$ cat src/rtl/uart_tx_arbiter.sv
// Round-robin arbiter sharing one uart_tx among NUM_REQ byte requesters.
// It holds newd for the transmitter's baud tick, then waits for done_tx or a timeout.
module uart_tx_arbiter #(
  parameter int unsigned NUM_REQ    = 4,
  parameter int unsigned DATA_WIDTH = 8,
  parameter int unsigned NEWD_HOLD  = 104,
  parameter int unsigned TIMEOUT    = 4096,
  localparam int unsigned IDW       = (NUM_REQ > 2) ? $clog2(NUM_REQ) : 1
) (
  input  logic                          clk,
  input  logic                          reset,
  input  logic [NUM_REQ-1:0]            req,
  input  logic [NUM_REQ*DATA_WIDTH-1:0] req_data,
  output logic [NUM_REQ-1:0]            ack,
  output logic [NUM_REQ-1:0]            done,
  output logic                          err,
  output logic [IDW-1:0]                err_id,
  output logic                          busy,
  output logic [IDW-1:0]                owner,
  output logic                          tx_newd,
  output logic [DATA_WIDTH-1:0]         tx_din,
  input  logic                          tx_done
);

  localparam int unsigned CNT_MAX = (NEWD_HOLD > TIMEOUT) ? NEWD_HOLD : TIMEOUT;
  localparam int unsigned CW      = $clog2(CNT_MAX) + 1;
  localparam int unsigned IW1     = IDW + 1;

  typedef enum logic [1:0] {
    IDLE = 2'd0,
    HOLD = 2'd1,
    WAIT = 2'd2
  } state_e;

  state_e                  state_q,   state_d;
  logic [CW-1:0]           cnt_q,     cnt_d;
  logic [IDW-1:0]          last_q,    last_d;
  logic                    tx_done_q;
  logic [NUM_REQ-1:0]      ack_q,     ack_d;
  logic [NUM_REQ-1:0]      done_q,    done_d;
  logic                    err_q,     err_d;
  logic [IDW-1:0]          err_id_q,  err_id_d;
  logic                    busy_q,    busy_d;
  logic [IDW-1:0]          owner_q,   owner_d;
  logic                    tx_newd_q, tx_newd_d;
  logic [DATA_WIDTH-1:0]   tx_din_q,  tx_din_d;

  logic                    win_valid;
  logic [IDW-1:0]          win_id;
  logic [IW1-1:0]          idx;
  logic                    done_rise;

  // Search last+1, last+2, ... wrapping at NUM_REQ; the first hit wins.
  always_comb begin
    win_valid = 1'b0;
    win_id    = '0;
    idx       = '0;
    for (int unsigned off = 1; off <= NUM_REQ; off++) begin
      idx = {1'b0, last_q} + IW1'(off);
      if (idx >= IW1'(NUM_REQ)) idx = idx - IW1'(NUM_REQ);
      if (!win_valid && req[idx[IDW-1:0]]) begin
        win_valid = 1'b1;
        win_id    = idx[IDW-1:0];
      end
    end
  end

  assign done_rise = tx_done & ~tx_done_q;

  always_comb begin
    state_d   = state_q;
    cnt_d     = cnt_q;
    last_d    = last_q;
    ack_d     = '0;
    done_d    = '0;
    err_d     = 1'b0;
    err_id_d  = err_id_q;
    busy_d    = busy_q;
    owner_d   = owner_q;
    tx_newd_d = tx_newd_q;
    tx_din_d  = tx_din_q;

    case (state_q)
      IDLE: begin
        busy_d = 1'b0;
        if (win_valid) begin
          tx_din_d       = req_data[win_id*DATA_WIDTH +: DATA_WIDTH];
          owner_d        = win_id;
          ack_d[win_id]  = 1'b1;
          tx_newd_d      = 1'b1;
          busy_d         = 1'b1;
          cnt_d          = '0;
          state_d        = HOLD;
        end
      end
      HOLD: begin
        tx_newd_d = 1'b1;
        if (cnt_q == CW'(NEWD_HOLD - 1)) begin
          tx_newd_d = 1'b0;
          cnt_d     = '0;
          state_d   = WAIT;
        end else begin
          cnt_d = cnt_q + 1'b1;
        end
      end
      WAIT: begin
        if (done_rise) begin
          done_d[owner_q] = 1'b1;
          last_d          = owner_q;
          busy_d          = 1'b0;
          state_d         = IDLE;
        end else if (cnt_q == CW'(TIMEOUT - 1)) begin
          err_d    = 1'b1;
          err_id_d = owner_q;
          last_d   = owner_q;
          busy_d   = 1'b0;
          state_d  = IDLE;
        end else begin
          cnt_d = cnt_q + 1'b1;
        end
      end
      default: begin
        state_d   = IDLE;
        busy_d    = 1'b0;
        tx_newd_d = 1'b0;
      end
    endcase
  end

  always_ff @(posedge clk) begin
    if (!reset) begin
      state_q   <= IDLE;
      cnt_q     <= '0;
      last_q    <= IDW'(NUM_REQ - 1);
      tx_done_q <= 1'b0;
      ack_q     <= '0;
      done_q    <= '0;
      err_q     <= 1'b0;
      err_id_q  <= '0;
      busy_q    <= 1'b0;
      owner_q   <= '0;
      tx_newd_q <= 1'b0;
      tx_din_q  <= '0;
    end else begin
      state_q   <= state_d;
      cnt_q     <= cnt_d;
      last_q    <= last_d;
      tx_done_q <= tx_done;
      ack_q     <= ack_d;
      done_q    <= done_d;
      err_q     <= err_d;
      err_id_q  <= err_id_d;
      busy_q    <= busy_d;
      owner_q   <= owner_d;
      tx_newd_q <= tx_newd_d;
      tx_din_q  <= tx_din_d;
    end
  end

  assign ack     = ack_q;
  assign done    = done_q;
  assign err     = err_q;
  assign err_id  = err_id_q;
  assign busy    = busy_q;
  assign owner   = owner_q;
  assign tx_newd = tx_newd_q;
  assign tx_din  = tx_din_q;

endmodule

$ cat config.mk
export PLATFORM = sky130hd
export DESIGN_NAME = uart_tx_arbiter
export DESIGN_NICKNAME = d
export VERILOG_FILES = /design/src/rtl/uart_tx_arbiter.sv
export SDC_FILE = /design/constraint.sdc
export NUM_CORES = 1
export LEC_CHECK = 0
export BUFFER_PORTS_ARGS = -buffer_cell sky130_fd_sc_hd__clkbuf_2
export CAP_MARGIN = 20
export CELL_PAD_IN_SITES_DETAIL_PLACEMENT = 1
export CELL_PAD_IN_SITES_GLOBAL_PLACEMENT = 1
export CORE_UTILIZATION = 38
export CTS_CLUSTER_SIZE = 40
export DETAILED_ROUTE_END_ITERATION = 6
export GPL_ROUTABILITY_DRIVEN = 0
export PLACE_DENSITY = 0.87
export SKIP_LAST_GASP = 1
export SYNTH_ARGS = -nofsm -noshare
export SYNTH_HDL_FRONTEND = slang
export SYNTH_SLANG_ARGS = --single-unit
$ cat constraint.sdc
create_clock -name clk -period 2.45 [get_ports clk]
set_input_delay 0.245 -clock clk [delete_from_list [all_inputs] [get_ports clk]]
set_output_delay 0.245 -clock clk [all_outputs]
set_load 0.005 [all_outputs]
==> metrics, run 1 <==
hpwl dp 4.27 mm; setup_tns 0 ns; share of cells above drive strength 1 32.6%; Die X 76.4 um; total CTS buffers 5; Vias per Instance 5.41; Synth cell types 55; Synth Register Bits 41; Worst path max stage delay 0.42 ns; CTS sink cnt 41; Critical Path, Cell by Cell inv_1, ha_1, o21bai_1, a211oi_1, a21oi_4, or4_1, a21oi_1; Final Power 2.24 mW; Initial Utilization 40.4%; Post-DP Area 0.00248 mm2; die footprint 0.00583 mm2; first drt pass iteration count 4; period utilization 89.3%; drt drc 0; root buf cell clkbuf_8; cell count after synthesis 223; IO Port Bufs 61; crit end category flip-flop; Worst VDD drop 0.334 mV; CTS max path bufs 2; worst skew pair latency 0.30 ns; Critical Path RT 2.67 ns; status finished clean; Die Ht 76.4 um; GRT Total Usage 19.8%; initial antenna violation count 0; Ant. Diodes 0; gr ovfl total 0; startpoint types flip-flop; Core Rows 26; Pwr Density 862 mW/mm2; f_max 457 MHz; slowest CP cell or4_1; Post-synth top flop dfxtp_1; Yosys warning total 0; via count 1937; Final Hold Viols 0; H-Tree Depth 2; Worst Max-Slew Pin Slew 0.643 ns; Mapped Nets 266; # setup viols final 0; # Max-Cap Violations 0; Mean Syn Cell Area 9.43 um2; global-route wire length before repair 9.25 mm; Clock transition at path regs 0.09 ns; Pleak 1.09 nW; Cell Area, Synth 0.00210 mm2; Max-Slew Margin vs Limit 56.6%; Core ar. 0.00520 mm2; Hold-fix buffers, CTS 0; number of global-route vias before repair 1972; starting DRC count in detailed routing 119; Synth async-reset ratio 0%; IO Pins 62; post-layout min period 2.19 ns; Clock Skews 0.0104 ns; Final Net Count 330; Seq/Total Area, Yosys 39.0%; CTS resizes 0; EDFF count, synth 0; post-CTS setup buffers 0; kind of critical path flip-flop to flip-flop; largest net degree at the start of global routing 22; RSZ-0062 raised after global routing false; post-DR wirelength/cell 15.6 um; Synth-to-Final Area Change 23.6%; CTS tree yes; DRT antenna net count 0; Final Max Slew Viols 0; crit-path max FO 9; post-route cell area 0.00260 mm2; aggregate routed wire length 5.57 mm; Worst EP arrival 2.41 ns; HP Class input pin to flip-flop
-- synthesized netlist by cell type, drive strengths merged, types with 4 or more instances --
library cell | number | area (um2)
inv | 8 | 30.0
a21oi | 12 | 71.3
or4 | 4 | 33.8
nor2 | 26 | 97.6
ha | 4 | 50.1
o21ai | 12 | 60.1
buf | 5 | 42.5
mux2i | 16 | 160
or3 | 5 | 33.8
mux2 | 8 | 90.1
nand2 | 11 | 41.3
dfxtp | 41 | 821
nand2b | 4 | 25.0
a221o | 8 | 80.1
nor3 | 4 | 20.0
-- where the power goes --
group          switching [mW]  total [mW]  internal (mW)
Clock                   0.248       0.580          0.331
Combinational           0.452       0.809          0.357
Sequential             0.0775       0.851          0.774
Total                   0.777        2.24           1.46
-- cells by family (layout without fill, tap and decap cells) --
group | count (synthesis) | in the layout | share of synthesized area [%]
AOI/OAI and AO/OA | 57 | 57 | 21.2
adders and majority gates | 4 | 4 | 2.38
muxes | 24 | 24 | 11.9
and+or+nand+nor | 79 | 79 | 20.9
xor gates and xnor gates | 1 | 1 | 0.417
DFF | 41 | 41 | 39.0
buffers and inverters | 17 | 82 | 4.17
-- cell type report --
class                      instances  area (um2)
fill                             648        2610
clock inverter                     2        37.5
timing repair buffer              65         335
clock buffer                       6        82.6
multi-input combinational        165        1200
inverter                           9        33.8
sequential                        41         821
tap                               70        87.6
-- cell usage in the layout, fill, tap and decap left out, types with 2 or more instances in the layout --
| master | instances |
|---|---|
| a221o_1 | 8 |
| mux2i_1 | 16 |
| o211ai_1 | 2 |
| o22ai_1 | 3 |
| a21oi_1 | 11 |
| nand2_1 | 11 |
| buf_4 | 4 |
| a211oi_1 | 2 |
| dfxtp_1 | 41 |
| nand2b_1 | 4 |
| nor3_1 | 4 |
| a211o_1 | 2 |
| nand3b_1 | 3 |
| or3_1 | 3 |
| nor3b_1 | 3 |
| mux2_2 | 8 |
| inv_1 | 8 |
| nor2b_1 | 3 |
| clkbuf_8 | 6 |
| nand3_1 | 3 |
| or3_2 | 2 |
| ha_1 | 4 |
| o211a_1 | 2 |
| o21ai_1 | 2 |
| and2_1 | 2 |
| o31ai_1 | 3 |
| or4_1 | 3 |
| nor2_1 | 26 |
| nor4_1 | 3 |
| o21ai_0 | 10 |
| clkbuf_2 | 61 |
-- through the flow --
step / worst slack (ns) / utilization [%] / cells / hold slack [ns]
6_report: 0.263 / 49.9 / 358 / 0.228
5_1_grt: 0.157 / 49.9 / 358 / 0.249
4_1_cts: 0.254 / 49.9 / 358 / 0.228
3_5_place_dp: 0.282 / 47.6 / 350 / 0.469
3_3_place_gp: 0.420 / 47.6 / 350 / 0.468
2_1_floorplan: 0.516 / - / 223 / 0.402
-- flip-flops by register name, indices dropped and copies added (netlist names) --
| signal | count |
|---|---|
| cnt_q | 13 |
| err | 1 |
| done | 4 |
| last_q | 2 |
| tx_done_q | 1 |
| tx_din | 8 |
| err_id | 2 |
| state_q | 2 |
| owner | 2 |
| busy | 1 |
| tx_newd | 1 |
| ack | 4 |
-- worst max-delay path, delay by kind of cell (launching register included) --
kind,cells,cell delay (ns)
simple gates,1,0.42
flops,1,0.36
compound gates,4,0.95
buf+inv,1,0.07
fa+ha+maj,1,0.31
-- metal layers --
metal	track usage (%)	up-vias	share of wire, %
li1	-	954	-
met1	23.0	932	44
met2	36.3	41	51
met3	3.23	10	2.9
met4	7.12	0	2.0
met5	0	-	0
-- path summary, 6_finish.rpt --
kind | from | end | slack [ns] | cells after the start
max | state_q[0] | cnt_q[11] | 0.26 | 7
min | tx_done | tx_done_q | 0.23 | 2
max reg2reg | state_q[0] | cnt_q[11] | 0.26 | 7
min reg2reg | tx_din[5] | tx_din[5] | 0.50 | 1
Note: power is estimated with default switching activity, not from simulation.
==> inputs of run 2 (changes only) <==
Settings changed: PLACE_DENSITY 0.87 to default, PLACE_DENSITY_LB_ADDON from default to 0.05.
==> run 2 against run 1 <==
Maximum frequency increased by 1.0%. Highest routed layer unchanged. Worst setup slack improved by 0.022 ns. Critical path type unchanged. Combinational power increased by 1%. Clock power decreased by 3%. Power decreased by 0.19%.
==> metrics, run 2 (synthesis results as in run 1) <==
GRT Total Usage 20.0% (+0.14 points); Synth-to-Final Area Change 24.0%; Pleak 1.10 nW (+0.48%); Core Rows 26 (unchanged); Levels on crit path 7 (unchanged); gr ovfl total 0 (unchanged); crit end category flip-flop; # Max-Cap Violations 0 (unchanged); Worst Reg2Reg Path Length in Cells 7 (unchanged); Initial Utilization 40.4% (unchanged); Crit path max-delay family compound AO/OA/AOI/OAI gates; Final Hold Viols 0 (unchanged); Critical Path, Cell by Cell inv_1, ha_1, o21bai_1, a211oi_1, a21oi_4, or3_2, a21oi_1; Worst EP arrival 2.39 ns (-0.02 ns); Clock transition at path regs 0.08 ns (about the same); hold path depth 2 (unchanged); worst skew pair latency 0.29 ns (about the same); hpwl dp 4.12 mm (-3.5%); CTS max path bufs 2 (unchanged); drt drc 0 (unchanged); # setup viols final 0 (unchanged); post-CTS setup buffers 0 (unchanged); Worst path max stage delay 0.43 ns (about the same); Ant. Diodes 0 (unchanged); Reg-to-Reg Start state_q[0]; Final Max Slew Viols 0 (unchanged); initial antenna violation count 0 (unchanged); number of global-route vias before repair 1929 (-2.2%); Clock Skews 0.00869 ns (-0.00176 ns); largest net degree at the start of global routing 22 (unchanged); aggregate routed wire length 5.53 mm (-0.79%); global-route wire length before repair 9.38 mm (+1.4%); first drt pass iteration count 4 (unchanged); most frequent cells in the layout clkbuf_2 (61), dfxtp_1 (41), nor2_1 (26), mux2i_1 (16); Max-Slew Margin vs Limit 58.7% (+2.1 points); root buf cell clkbuf_8; starting DRC count in detailed routing 39 (-67%); CTS sink cnt 41 (unchanged); f_max 462 MHz (+1.0%); period utilization 88.4% (-0.91 points); HP Class input pin to flip-flop; IO Pins 62 (unchanged); max FFs per register 13 (unchanged); most common cell after layout, fill and taps aside clkbuf_2; crit-path max FO 9 (unchanged); share of cells above drive strength 1 32.9% (+0.23 points); Worst Min Path Start tx_done; H-Tree Depth 2 (unchanged); Hold WS 0.239 ns (+0.0112 ns); startpoint types flip-flop; IO Port Bufs 61 (unchanged); Core ar. 0.00520 mm2 (unchanged); Worst VDD drop 0.331 mV (-1.0%); total CTS buffers 5 (unchanged); Final Net Count 331 (+0.30%); Vias per Instance 5.36 (-0.84%); RSZ-0062 raised after global routing false; CTS tree yes; status finished clean; Reg with most FFs cnt_q; via count 1926 (-0.57%); Die X 76.4 um (unchanged); CP bufs+invs 1 (unchanged); post-DR wirelength/cell 15.4 um (-1.1%); Worst Max-Slew Pin Slew 0.617 ns (-0.0253 ns); die footprint 0.00583 mm2 (unchanged); post-layout min period 2.16 ns (-0.0223 ns); setup_tns 0 ns (unchanged); kind of critical path flip-flop to flip-flop; Critical Path Source state_q[0]; Critical Path RT 2.68 ns (about the same); Die Ht 76.4 um (unchanged); slowest CP cell or3_2; DRT antenna net count 0 (unchanged); Pwr Density 857 mW/mm2 (-0.58%)
run 2: cell count changes in the layout (fill, tap and decap cells not counted), sizes merged:
| cell | delta |
|---|---|
| clkbuf | +1 |
| buf | +1 |
| clkinvlp | -1 |
run 2: final timing paths:
kind / to / slack (ns)
worst max register to register: cnt_q[7] / 0.29
worst min register to register: tx_din[1] / 0.49
worst min-delay path: tx_done_q / 0.24
worst max-delay path: cnt_q[7] / 0.29
run 2: routing by layer:
| metal | global-route usage, % | share of wire (%) | vias up | wire length (um) |
|---|---|---|---|---|
| li1 | - | - | 957 | - |
| met1 | 25.5 | 47 | 921 | 2590 |
| met2 | 34.6 | 49 | 45 | 2700 |
| met3 | 4.43 | 3.8 | 3 | 210 |
| met4 | 3.46 | 0.38 | 0 | 21 |
| met5 | 0 | 0 | - | 0 |
run 2: area by class of cell:
type | count | area, um2
fillers | 640 | 2600
multi-input cells | 165 | 1210
flip-flops and latches | 41 | 821
repair buffers | 66 | 343
well taps | 70 | 87.6
clock buffers | 7 | 86.3
inverters | 9 | 33.8
clock inverters | 1 | 30.0
run 2: repair_timing:
action                                  CTS  global route
hold buffers                              0             0
gates resized for setup                   0             1
endpoints found under the setup margin    0             1
run 2: through the flow:
stage	std cells	total power, mW	util [%]	worst slack, ns	cell area (um2)
final	359	2.24	50.1	0.285	2610
after global routing	359	2.38	50.1	0.125	2610
after CTS	359	2.26	50.0	0.233	2600
after detailed placement	351	1.68	47.7	0.299	2480
after global placement	351	1.67	47.7	0.354	2480
after floorplan	223	1.43	-	0.516	2100
run 2: report_power, final:
part           total [mW]  leakage [nW]  switching (mW)  internal, mW
Combinational       0.819         0.707           0.464         0.356
Sequential          0.851         0.334          0.0774         0.774
Clock               0.565        0.0585           0.232         0.332
Total                2.24          1.10           0.773          1.46
run 2: worst reg2reg max path, delay by kind of cell, from the launching register on:
kind,cells,cell delay [ns]
buf+inv,1,0.07
compound gates,4,0.94
fa+ha+maj,1,0.30
flops,1,0.36
simple gates,1,0.43
==> inputs of run 3 (changes only) <==
Settings changed: ABC_AREA from default to 1, CORE_UTILIZATION 38 to 37, SLEW_MARGIN from default to 20.
==> run 3 against run 2 <==
Critical path depth rose by 8. Clock skew rose by 0.0045 ns. Largest cell class unchanged. Final area rose by 8.9%.
==> metrics, run 3 <==
Mean Syn Cell Area 6.73 um2 (-29%); Ant. Diodes 0 (unchanged); Worst Min Path Start tx_done; Die X 82.5 um (+8.0%); period utilization 88.7% (+0.36 points); setup_tns 0 ns (unchanged); root buf cell clkbuf_8; # Max-Cap Violations 0 (unchanged); global-route wire length before repair 10.8 mm (+16%); Reg2Reg Setup Slack 0.28 ns (about the same); Critical Path, Cell by Cell ha_1, nand2_1, nor2_2, nand2_1, nor3_4, nand2_1, nand2_1, inv_2, nand2_4, nand2_4, nand2_8, inv_6, nand2_2, nand2_4, a21oi_1; Clock transition at path regs 0.09 ns (about the same); via count 2475 (+29%); Post-synth top flop dfxtp_1; met1 wire length 3.31 mm (+28%); Final Net Count 456 (+38%); Core ar. 0.00610 mm2 (+17%); most common cell after layout, fill and taps aside nand2_1; worst r2r dst cnt_q[5]; top cells by count, synth nand2_1 (85), nand3_1 (42), nor2_1 (42); max FFs per register 13 (unchanged); HP Class input pin to flip-flop; GRT Total Usage 20.8% (+0.89 points); Final Hold Viols 0 (unchanged); post-DR wirelength/cell 13.6 um (-12%); H-Tree Depth 2 (unchanged); post-CTS setup buffers 0 (unchanged); CTS tree yes; drt drc 0 (unchanged); IO Pins 62 (unchanged); Initial Utilization 39.3% (-1.1 points); startpoint types flip-flop; Worst Max-Slew Pin Slew 0.483 ns (-0.134 ns); met3 WL 245 um (+17%); Routed met2 length 3.01 mm (+11%); Final Power 3.09 mW (+38%); hpwl dp 5.04 mm (+22%); first drt pass iteration count 4 (unchanged); crit-path max FO 17 (+8); Final Max Slew Viols 0 (unchanged); top cell type's share of synthesized area 34.3% (-4.8 points); Yosys top cell by area dfxtp_1; Yosys warning total 0 (unchanged); Cell Area, Synth 0.00240 mm2 (+14%); total CTS buffers 5 (unchanged); starting DRC count in detailed routing 69 (+77%); Critical Path RT 2.68 ns (about the same); Worst VDD drop 0.434 mV (+31%); most common cell in the netlist nand2_1; number of global-route vias before repair 2320 (+20%); gr ovfl total 0 (unchanged); Hold-fix buffers, CTS 0 (unchanged); Critical Path Most Common Cell nand2_1; Final Util 46.6% (-3.5 points); worst skew pair latency 0.30 ns (about the same); slowest CP cell dfxtp_1; cell count after synthesis 356 (+60%); DRT antenna net count 0 (unchanged); Synth Register Bits 41 (unchanged); top sig layer met4; Synth async-reset ratio 0% (unchanged); Worst path max stage delay 0.38 ns (-0.05 ns); hold path depth 3 (+1); Core Rows 28 (+7.7%); Reg-to-Reg Start cnt_q[0]; Synth cell types 35 (-36%); Pwr Density 1090 mW/mm2 (+27%); Clock Skews 0.0132 ns (+0.00453 ns); Seq/Total Area, Yosys 34.3% (-4.8 points); post-layout min period 2.17 ns (+0.00877 ns); Synth-to-Final Area Change 18.5%; status finished clean; initial antenna violation count 0 (unchanged); largest net degree at the start of global routing 25 (+14%); Hold Path Sink tx_done_q; Die Ht 82.5 um (+8.0%); Worst Reg2Reg Path Length in Cells 15 (+8); PnR worst setup slack 0.276 ns (-0.00877 ns); kind of critical path flip-flop to flip-flop; largest cells by area after synthesis dfxtp_1 (34%), nand2_1 (13%), nand3_1 (8.8%); CTS sink cnt 41 (unchanged); f_max 460 MHz (-0.40%); CTS max path bufs 2 (unchanged); Post-Place Worst Slack 0.336 ns (+0.0368 ns); Reg with most FFs cnt_q; crit end category flip-flop; share of cells above drive strength 1 23.9% (-9.0 points); # setup viols final 0 (unchanged); RSZ-0062 raised after global routing false; Max-Slew Margin vs Limit 67.8% (+9.1 points); Mapped Nets 399 (+50%); Vias per Instance 5.06 (-5.7%); most frequent cells in the layout nand2_1 (85), clkbuf_2 (61), nor2_1 (42), nand3_1 (42), dfxtp_1 (41); Pleak 1.35 nW (+23%); IO Port Bufs 61 (unchanged); EDFF count, synth 0 (unchanged); CTS resizes 0 (unchanged); Worst EP arrival 2.40 ns (about the same); die footprint 0.00680 mm2 (+17%); aggregate routed wire length 6.63 mm (+20%)
## run 3: cell types whose count changed after synthesis, sizes merged, moves of 8 or more
cell	change
inv	+29
nor2	+19
a221o	-8
mux2	-8
mux2i	-16
nand2	+84
nor3	+10
nand4	+18
nand3	+41
## run 3: critical path: cells and delay by family (launching register included)
kind | cells | cell delay [ns]
and+or+nand+nor | 11 | 1.21
buffers and inverters | 2 | 0.13
adders and majority gates | 1 | 0.20
AOI/OAI and AO/OA | 1 | 0.16
DFF | 1 | 0.38
## run 3: metrics by stage
| step | cell area, um2 | hold slack (ns) | instances |
|---|---|---|---|
| finish | 2840 | 0.142 | 489 |
| global route | 2840 | 0.140 | 489 |
| CTS | 2840 | 0.142 | 489 |
| detailed placement | 2730 | 0.462 | 481 |
| global placement | 2730 | 0.444 | 481 |
| floorplan | 2400 | 0.338 | 356 |
## run 3: per-layer routing
metal | up-vias | GRT usage [%]
li1 | 1285 | -
met1 | 1142 | 28.0
met2 | 41 | 34.0
met3 | 7 | 4.40
met4 | 0 | 4.74
met5 | - | 0
## run 3: final cells by class
class                   instances  area (um2)
clock buffers                   5        68.8
clock inverters                 3        46.3
fillers                       836        3260
inverters                      37         146
multi-input cells             263        1330
flip-flops and latches         41         821
well taps                      75        93.8
repair buffers                 65         335
## run 3: power by group
part	switching (mW)	total [mW]	leakage, nW	internal [mW]
logic	1.06	1.59	0.959	0.528
registers	0.118	0.939	0.335	0.820
clock network	0.259	0.564	0.0543	0.305
total	1.44	3.09	1.35	1.65
## run 3: how the worst max path moves through the flow
stage          slack, ns   endpoint  startpoint  cells after the start
4_1_cts             0.25   cnt_q[5]    cnt_q[0]                     15
5_1_grt             0.03   cnt_q[5]    cnt_q[0]                     15
3_3_place_gp        0.34  tx_din[7]   last_q[0]                     15
6_report            0.28   cnt_q[5]    cnt_q[0]                     15
3_5_place_dp        0.34   cnt_q[5]    cnt_q[0]                     15
2_1_floorplan       0.63   cnt_q[1]    cnt_q[0]                     15
## run 3: cell families after synthesis
logic type	after synthesis	synth area share, %
AOI/OAI and AO/OA	36	7.83
xor gates and xnor gates	2	0.731
adders and majority gates	4	2.09
buffers and inverters	52	10.3
DFF	41	34.3
and+or+nand+nor	221	44.8
